===== src/rtl/type_pkg.sv =====
// Core-wide register-file types and the zero-register define.
// Shared by the ID-stage operand and hazard logic.
`ifndef ZeroReg
`define ZeroReg 5'd0
`endif

package type_pkg;

  localparam int RegWidth     = 32;
  localparam int RegAddrWidth = 5;
  localparam int NumRegs      = 32;

  typedef logic [RegWidth-1:0]     RegBus;
  typedef logic [RegAddrWidth-1:0] RegAddrBus;

  // Winning forwarding stage for one operand.
  typedef struct packed {
    logic  hit;
    logic  rdy;
    RegBus data;
  } fwd_sel_t;

endpackage


===== src/rtl/fwd_port_mux.sv =====
// Per-read-port operand select and RAW hazard detection.
// Stage 0 is the youngest and wins over older stages.
`ifndef ZeroReg
`define ZeroReg 5'd0
`endif

module fwd_port_mux
  import type_pkg::*;
#(
  parameter int NUM_STAGES = 3
) (
  input  logic                  src_valid,
  input  RegAddrBus             src_addr,
  input  RegBus                 rf_rdata,
  output RegAddrBus             rf_raddr,
  output RegBus                 op_data,
  output logic                  hazard,
  input  logic [NUM_STAGES-1:0] fwd_valid,
  input  RegAddrBus [NUM_STAGES-1:0] fwd_addr,
  input  RegBus [NUM_STAGES-1:0]     fwd_data,
  input  logic [NUM_STAGES-1:0] fwd_rdy,
  input  logic                  lw_done,
  input  RegAddrBus             lw_addr,
  input  RegBus                 lw_data,
  input  logic [NumRegs-1:0]    busy
);

  fwd_sel_t sel;
  logic     is_zero;
  logic     lw_hit;
  logic     pick_fwd;
  logic     pick_lw;
  logic     use_rf;

  // Walk oldest to youngest so the youngest match is left standing.
  always_comb begin
    sel = '0;
    for (int s = NUM_STAGES - 1; s >= 0; s--) begin
      if (fwd_valid[s] && (fwd_addr[s] == src_addr)) begin
        sel.hit  = 1'b1;
        sel.rdy  = fwd_rdy[s];
        sel.data = fwd_data[s];
      end
    end
  end

  assign is_zero  = (src_addr == `ZeroReg);
  assign lw_hit   = lw_done && (lw_addr == src_addr);
  assign pick_fwd = !is_zero && sel.hit;
  assign pick_lw  = !is_zero && !sel.hit && lw_hit;
  assign use_rf   = !pick_fwd && !pick_lw;

  always_comb begin
    op_data = rf_rdata;
    unique case (1'b1)
      pick_fwd: op_data = sel.data;
      pick_lw:  op_data = lw_data;
      default:  op_data = rf_rdata;
    endcase
  end

  assign rf_raddr = use_rf ? src_addr : `ZeroReg;

  // Not-yet-produced stage data, or a pending long write nobody bypasses.
  assign hazard = src_valid &&
                  ((pick_fwd && !sel.rdy) ||
                   (!is_zero && busy[src_addr] &&
                    !sel.hit && !lw_hit));

endmodule


===== src/rtl/fwd_hazard_unit.sv =====
// ID-stage forwarding, long-op scoreboard and stall generation.
// Operand select and stall are combinational; state is per-edge.
`ifndef ZeroReg
`define ZeroReg 5'd0
`endif

module fwd_hazard_unit
  import type_pkg::*;
#(
  parameter int NUM_RPORTS = 2,
  parameter int NUM_STAGES = 3,
  parameter int MAX_OUTST  = 4
) (
  input  logic                  clk,
  input  logic                  rst_n,
  input  logic [NUM_RPORTS-1:0] src_valid_i,
  input  RegAddrBus [NUM_RPORTS-1:0] src_addr_i,
  output RegAddrBus [NUM_RPORTS-1:0] rf_raddr_o,
  input  RegBus [NUM_RPORTS-1:0]     rf_rdata_i,
  output RegBus [NUM_RPORTS-1:0]     op_data_o,
  input  logic [NUM_STAGES-1:0] fwd_valid_i,
  input  RegAddrBus [NUM_STAGES-1:0] fwd_addr_i,
  input  RegBus [NUM_STAGES-1:0]     fwd_data_i,
  input  logic [NUM_STAGES-1:0] fwd_rdy_i,
  input  logic                  iss_valid_i,
  input  logic                  iss_long_i,
  input  RegAddrBus             iss_addr_i,
  input  logic                  lw_done_i,
  input  RegAddrBus             lw_addr_i,
  input  RegBus                 lw_data_i,
  output logic                  stall_o,
  output logic [$clog2(MAX_OUTST+1)-1:0] outst_o,
  output logic [31:0]           stall_cnt_o,
  output logic                  err_o
);

  localparam int OutstW = $clog2(MAX_OUTST + 1);

  logic [NumRegs-1:1]    busy_q;
  logic [NumRegs-1:1]    busy_d;
  logic [NumRegs-1:0]    busy;
  logic [NUM_RPORTS-1:0] port_haz;
  logic [OutstW-1:0]     outst_q;
  logic [OutstW-1:0]     outst_d;
  logic [31:0]           cnt_q;
  logic                  err_q;

  logic long_req;
  logic outst_full;
  logic lw_on_iss;
  logic waw;
  logic fire;
  logic done_ok;
  logic done_bad;

  assign busy = {busy_q, 1'b0};

  for (genvar p = 0; p < NUM_RPORTS; p++) begin : g_port
    fwd_port_mux #(
      .NUM_STAGES(NUM_STAGES)
    ) u_mux (
      .src_valid(src_valid_i[p]),
      .src_addr (src_addr_i[p]),
      .rf_rdata (rf_rdata_i[p]),
      .rf_raddr (rf_raddr_o[p]),
      .op_data  (op_data_o[p]),
      .hazard   (port_haz[p]),
      .fwd_valid(fwd_valid_i),
      .fwd_addr (fwd_addr_i),
      .fwd_data (fwd_data_i),
      .fwd_rdy  (fwd_rdy_i),
      .lw_done  (lw_done_i),
      .lw_addr  (lw_addr_i),
      .lw_data  (lw_data_i),
      .busy     (busy)
    );
  end

  // A completing write-back frees a slot in the same cycle.
  assign long_req   = iss_valid_i && iss_long_i;
  assign outst_full = (outst_q == OutstW'(MAX_OUTST)) && !lw_done_i;
  assign lw_on_iss  = lw_done_i && (lw_addr_i == iss_addr_i);
  assign waw        = busy[iss_addr_i] && !lw_on_iss;

  assign stall_o = (|port_haz) ||
                   (long_req && (outst_full || waw));

  assign fire     = long_req && !stall_o &&
                    (iss_addr_i != `ZeroReg);
  assign done_ok  = lw_done_i && busy[lw_addr_i];
  assign done_bad = lw_done_i && !busy[lw_addr_i];

  // Set after clear, so a same-register reissue stays busy.
  always_comb begin
    busy_d = busy_q;
    for (int r = 1; r < NumRegs; r++) begin
      if (done_ok && (lw_addr_i == RegAddrBus'(r)))
        busy_d[r] = 1'b0;
      if (fire && (iss_addr_i == RegAddrBus'(r)))
        busy_d[r] = 1'b1;
    end
  end

  always_comb begin
    outst_d = outst_q;
    unique case ({fire, done_ok})
      2'b10:   outst_d = outst_q + OutstW'(1);
      2'b01:   outst_d = outst_q - OutstW'(1);
      default: outst_d = outst_q;
    endcase
  end

  always_ff @(posedge clk or negedge rst_n) begin
    if (!rst_n) begin
      busy_q  <= '0;
      outst_q <= '0;
      cnt_q   <= '0;
      err_q   <= 1'b0;
    end else begin
      busy_q  <= busy_d;
      outst_q <= outst_d;
      if (stall_o && (cnt_q != '1))
        cnt_q <= cnt_q + 32'd1;
      if (done_bad)
        err_q <= 1'b1;
    end
  end

  assign outst_o     = outst_q;
  assign stall_cnt_o = cnt_q;
  assign err_o       = err_q;

endmodule


===== config.mk =====
export PLATFORM = sky130hd
export DESIGN_NAME = fwd_hazard_unit
export DESIGN_NICKNAME = d
export VERILOG_FILES = /design/src/rtl/type_pkg.sv /design/src/rtl/fwd_port_mux.sv /design/src/rtl/fwd_hazard_unit.sv
export SDC_FILE = /design/constraint.sdc
export NUM_CORES = 1
export LEC_CHECK = 0
export BUFFER_PORTS_ARGS = -buffer_cell sky130_fd_sc_hd__buf_2
export CAP_MARGIN = 10
export CORE_MARGIN = 10
export CORE_UTILIZATION = 46
export DETAILED_ROUTE_END_ITERATION = 10
export HOLD_SLACK_MARGIN = 0.12
export PLACE_DENSITY_LB_ADDON = 0.15
export SYNTH_ARGS = -nofsm -noshare
export SYNTH_HDL_FRONTEND = slang
export SYNTH_SLANG_ARGS = --single-unit

===== constraint.sdc =====
create_clock -name clk -period 6.1 [get_ports clk]
set_clock_uncertainty 0.2 [all_clocks]
set_input_delay 0.915 -clock clk [delete_from_list [all_inputs] [get_ports clk]]
set_output_delay 0.915 -clock clk [all_outputs]
set_load 0.01 [all_outputs]

=== After elaboration in Yosys (flattened, before gate mapping) ===
Cells that the tools add are included.

* Flip-flop bits (word level): 67
* Bits of input ports: 240

* $lt $le $gt $ge: 4
* Reductions and logical operators: 154
* Equality and inequality tests: 75
* Add/sub/neg operators: 3
* Mux-type cells: 81

{| class="wikitable"
|+ Operators by type and width
! cell !! number
|-
| 34-bit two-way mux || 6
|-
| 5-bit == test, second input constant || 32
|-
| 32-bit case mux with 2 select lines || 2
|-
| 1-bit logical AND || 98
|-
| 5-bit by 4-bit == test with 1-bit output, second input constant || 16
|-
| 1-bit two-way mux || 66
|-
| 2-bit nonzero test || 32
|-
| 5-bit == test || 9
|-
| 5-bit by 3-bit == test with 1-bit output, second input constant || 8
|-
| 32-bit by 1-bit adder with 32-bit output, second input constant || 1
|-
| 32-bit != test, second input constant || 1
|-
| 5-bit by 6-bit < comparator with 1-bit output, second input constant || 4
|-
| 1-bit binary-select mux with 5-bit select || 4
|-
| 5-bit by 2-bit == test with 1-bit output, second input constant || 4
|-
| 1-bit zero test || 16
|-
| 5-bit by 1-bit == test with 1-bit output, second input constant || 2
|-
| 5-bit zero test || 2
|-
| 5-bit two-way mux || 2
|-
| 3-bit case mux with 2 select lines || 1
|-
| 5-bit nonzero test || 1
|-
| 1-bit logical OR || 4
|-
| 3-bit by 1-bit adder with 3-bit output, second input constant || 1
|-
| 3-bit == test, second input constant || 1
|-
| 3-bit by 1-bit subtractor with 3-bit output, second input constant || 1
|-
| 3 further kinds || 3
|}

=== Longest topological paths before layout ===
* Word-level depth: 17
* Depth in mapped cells: 17
* Gate-level depth less buffers: 14

=== Modules after synthesis ===
From an unflattened synthesis, not the netlist that was laid out.

* Cells, all modules: 842
* Area total of the unflattened synthesis: 7,498.4 um^2

{| class="wikitable"
|+ By module, submodules not included
! module !! area an instance (um^2) !! times used !! cells an instance
|-
| fwd_hazard_unit || 4,035.1 || 1 || 392
|-
| fwd_port_mux || 1,731.7 || 2 || 225
|}

=== Least setup slack after synthesis ===
Ideal clock, no wire load.

* Path type: input -> register
* Start point: input src_addr_i[1] (netlist bit)
* End point: register outst_q[2], in the netlist outst_o[2]
* Data required time: 5.774 ns
* Data arrival time: 3.882 ns
* Setup slack: 1.892 ns
* Library setup time: 0.126 ns
* Cell stages on the path: 17
* Cells stage by stage: buf_4 -> buf_4 -> mux2_1 -> o311ai_0 -> nor3_1 -> nor4_1 -> or4_1 -> o41ai_2 -> nor4_4 -> buf_2 -> o311ai_0 -> ha_1 -> inv_1 -> fa_1 -> xor2_1 -> nor2_1 -> xor2_1

* Word-level cells in the longest chain between the ends: 17

{| class="wikitable"
|+ Ends and longest elaborated chain
! what !! RTL line !! source
|-
| from (decl) || fwd_hazard_unit.sv:17 || <nowiki>input RegAddrBus [NUM_RPORTS-1:0] src_addr_i,</nowiki>
|-
| 5-bit == test || fwd_port_mux.sv:39 || <nowiki>if (fwd_valid[s] && (fwd_addr[s] == src_addr)) begin</nowiki>
|-
| 1-bit logical AND || fwd_port_mux.sv:39 ||
|-
| 34-bit two-way mux (3 in a row) || fwd_port_mux.sv:39 ||
|-
| 1-bit zero test || fwd_port_mux.sv:68 || <nowiki>!sel.hit && !lw_hit));</nowiki>
|-
| 1-bit logical AND || fwd_port_mux.sv:67 || <nowiki>(!is_zero && busy[src_addr] &&</nowiki>
|-
| 1-bit logical AND || fwd_port_mux.sv:68 ||
|-
| 1-bit logical OR * || fwd_port_mux.sv:66 || <nowiki>((pick_fwd && !sel.rdy) ||</nowiki>
|-
| 1-bit logical AND * || fwd_port_mux.sv:65 || <nowiki>assign hazard = src_valid &&</nowiki>
|-
| 2-bit OR reduction * || fwd_hazard_unit.sv:85 || <nowiki>assign stall_o = (|port_haz) ||</nowiki>
|-
| 1-bit logical OR * || fwd_hazard_unit.sv:85 ||
|-
| 1-bit zero test * || fwd_hazard_unit.sv:88 || <nowiki>assign fire = long_req && !stall_o &&</nowiki>
|-
| 1-bit logical AND * (2 in a row) || fwd_hazard_unit.sv:88 ||
|-
| 2-bit by 1-bit == test with 1-bit output or 2-bit == test (tied branches) || fwd_hazard_unit.sv:106 || <nowiki>unique case ({fire, done_ok})</nowiki>
|-
| 3-bit case mux with 2 select lines or 2-bit nonzero test (tied branches) || - ||
|-
| to (signal assigned) || fwd_hazard_unit.sv:121 || <nowiki>outst_q <= outst_d;</nowiki>
|-
| to (decl) || fwd_hazard_unit.sv:43 || <nowiki>logic [OutstW-1:0] outst_q;</nowiki>
|}

Mark *: on every way between the ends. The rest lies on a longest branch, timed or not. The select of a mux whose other input is x is not followed.
A chain may end at the register's enable or synchronous reset.

==> reports/qor.yml <==
status: "finished, final reports clean"
start_kind: "input port"
yosysWarningCount: 0
start_util_pct: 46.54
syn_area_per_cell_um2: 8.107
drcViolationCount: 0
post_drt_wl_per_cell_um: 23.96
slowest_stage: "o21ai_0"
p_per_area_nw_per_um2: 223.0
grt_max_degree: 68
dpl.hpwl_um: 25610
drt-initial-drc-count: 923
dr_total_vias: 8679
fin_tns_setup_ns: 0
ir_drop_mv: 0.2720
synth_area_leaders: "dfrtp_1 24%, xor2_1 7.8%, mux4_2 7.7%"
clk_pin_slew_ns: 0.05
cp_data_arrival_time_ns: 4.25
fillCellCount: 1423
ys.flop_type: "dfrtp_1"
syn_nets: 1106
cts_hold_buf: 0
design_area_um2: 9138
cts.sinks: 67
areaGrowthSynthToFinish_pct: 30.60
grt_pass1_wl_um: 48690
cpPeakStageDelay_ns: 0.79
cts_setup_buffers: 0
route.met3.wl_um: 3271
hold_viol_final: 0
core_area_um2: 15030
clockBufferDepth: 2
die_width_um: 143.3
htreeDepth: 3
row_count: 45
preCtsSetupSlack_ns: 0.9071
highest_layer: "met5"
root_buffer: "clkbuf_16"
io_buffers: 350
crit_cells: 9
dieArea_um2: 20540
hp-class: "flop to flop"
power_mw: 2.038
final_layout_size_suffix_gt1_share_pct: 37.56
end_kind: "output port"
finalWorstSetupSlack_ns: 0.7394
synthCells: 863
path_class: "input port to output port"
ys_async_sr_fraction_pct: 100.0
cts_tree: "built"
ys_types: 58
post-route-period-util_pct: 87.88
drt_pass1_iterations: 7
cts_made_buffers: 9
critPathMaxFanout: 34
period_minus_slack_ns: 5.361
drv_slew: 0
viasPerCell: 6.368
nets: 1404
hold_depth: 1
yosysTopAreaCell: "dfrtp_1"
grtUsageTotal_pct: 30.11
r2r_cells: 14
insertion_delay_ns: 0.33
first_global_vias: 8403
rsz0062_at_grt: "false"
globalplace.congestion: 1.029
p_leak_nw: 4.124
synth_top_cell_area_share_pct: 23.96
synth_edf_count: 0
finalSetupViolations: 0
die_h_um: 143.3
synth_seq_cells: 67
path_buf_inv: 3
fmax_mhz: 186.5
path_cells: "buf_2 -> xnor2_1 -> nand4_1 -> nor3_4 -> buf_4 -> or3_1 -> nand2_1 -> o21ai_0 -> buf_2"
maxCapViolCount: 0
placed_area_um2: 8786
cts_resized: 0
post-route-util_pct: 60.78
tightestPinTransition_ns: 1.107
grt_antenna_before_repair: 8
netlist_area_um2: 6997
cp_top_family: "simple AND/OR/NAND/NOR gates"
cp.required_ns: 4.98
wl_met2_um: 16090
wl_met1_um: 12060
ioPinCount: 351
wl_um: 32650
seq_area_frac_synth_pct: 23.96
antenna_left: 0
overflow: 0
cpMostUsedCell: "buf_2"
slew_headroom_pct: 26.02
-- area by class of cell --
cell class	count	area [um2]	share of cell area, %
clock buffer	11	242.7	2.656
tap	188	235.2	2.574
sequential	67	1677	18.35
inverter	14	52.55	0.5751
clock inverter	5	86.33	0.9448
antenna	9	22.52	0.2465
timing repair buffer	365	1864	20.40
multi-input combinational	704	4957	54.25
-- placed cells by master, fill, tap and decap left out, drive strengths merged, types with 3 or more instances in the layout --
cell type  count
inv           14
a221oi        35
clkinv         3
and2          12
a21oi         33
a211oi         4
clkbuf        11
dfrtp         67
xor2          62
nor3          59
xnor2         17
and3           8
a221o         32
mux4          24
nand2         42
o21ai         99
o22ai          3
mux2i          4
a22oi         64
diode          9
mux2          11
nor4          20
nand4b         4
buf          365
nand3         18
nand2b         9
nand3b         6
nor2          90
nand4         12
nor2b          8
or2            3
-- power breakdown --
part	switching [mW]	internal [mW]
registers	0.143	0.550
logic	0.428	0.350
clock network	0.195	0.371
-- state kept, by name (all words and copies together) (netlist names) --
signal       flops
err_o            1
stall_cnt_o     32
outst_o          3
busy_q          31
-- through the flow --
step	instances	hold WS, ns
after floorplan	863	0.2932
after global placement	1338	0.2355
after detailed placement	1338	0.2391
after CTS	1354	0.2511
after global routing	1361	0.2927
final	1363	0.2467
-- per-layer routing --
| layer | up-vias | global-route usage, % |
|---|---|---|
| met4 | 2 | 13.59 |
| met3 | 86 | 7.723 |
| met5 | - | 0 |
| met1 | 4147 | 35.10 |
| li1 | 3915 | - |
| met2 | 529 | 51.00 |
-- Yosys cell counts (3+ instances only) --
cell type and n:
nand4b_1 4, mux2i_1 4, nor3_1 58, a21oi_1 33, o22ai_1 3, nand3b_1 6
nand3_2 3, nand2_1 42, o21ai_1 9, a221oi_1 35, dfrtp_1 67, a22oi_1 64
nor4_1 15, mux4_2 24, o21ai_0 90, nand2b_1 9, buf_2 12, nand4_1 11
buf_1 4, clkbuf_1 56, mux2_2 10, a221o_1 32, or2_2 3, xor2_1 62
buf_4 5, inv_1 13, nor2_1 90, nor4_2 4, a211oi_1 4, nor2b_1 8
and3_1 8, xnor2_1 17, nand3_1 15, and2_1 11
-- final timing paths --
check | end | from | slack, ns
max in group asynchronous | busy_q[29] | rst_n | 4.59
min reg2reg | err_o | err_o | 0.25
max reg2reg | outst_o[2] | busy_q[16] | 2.46
max | op_data_o[22] | src_addr_i[1] | 0.74
min in group asynchronous | stall_cnt_o[30] | rst_n | 0.56
min | err_o | err_o | 0.25
-- logic make-up (layout without fill, tap and decap cells) --
family | after synthesis | count (layout) | synth area share, %
AO/OA/AOI/OAI | 285 | 285 | 27.90
XOR/XNOR | 79 | 79 | 9.889
adder cells (fa/ha/maj) | 3 | 3 | 0.6437
buffers and inverters | 92 | 395 | 5.526
flip-flops | 67 | 67 | 23.96
multiplexers | 39 | 39 | 10.07
other | 0 | 9 | 0
AND/OR/NAND/NOR | 298 | 298 | 22.01
(Power assumes the default switching activity.)
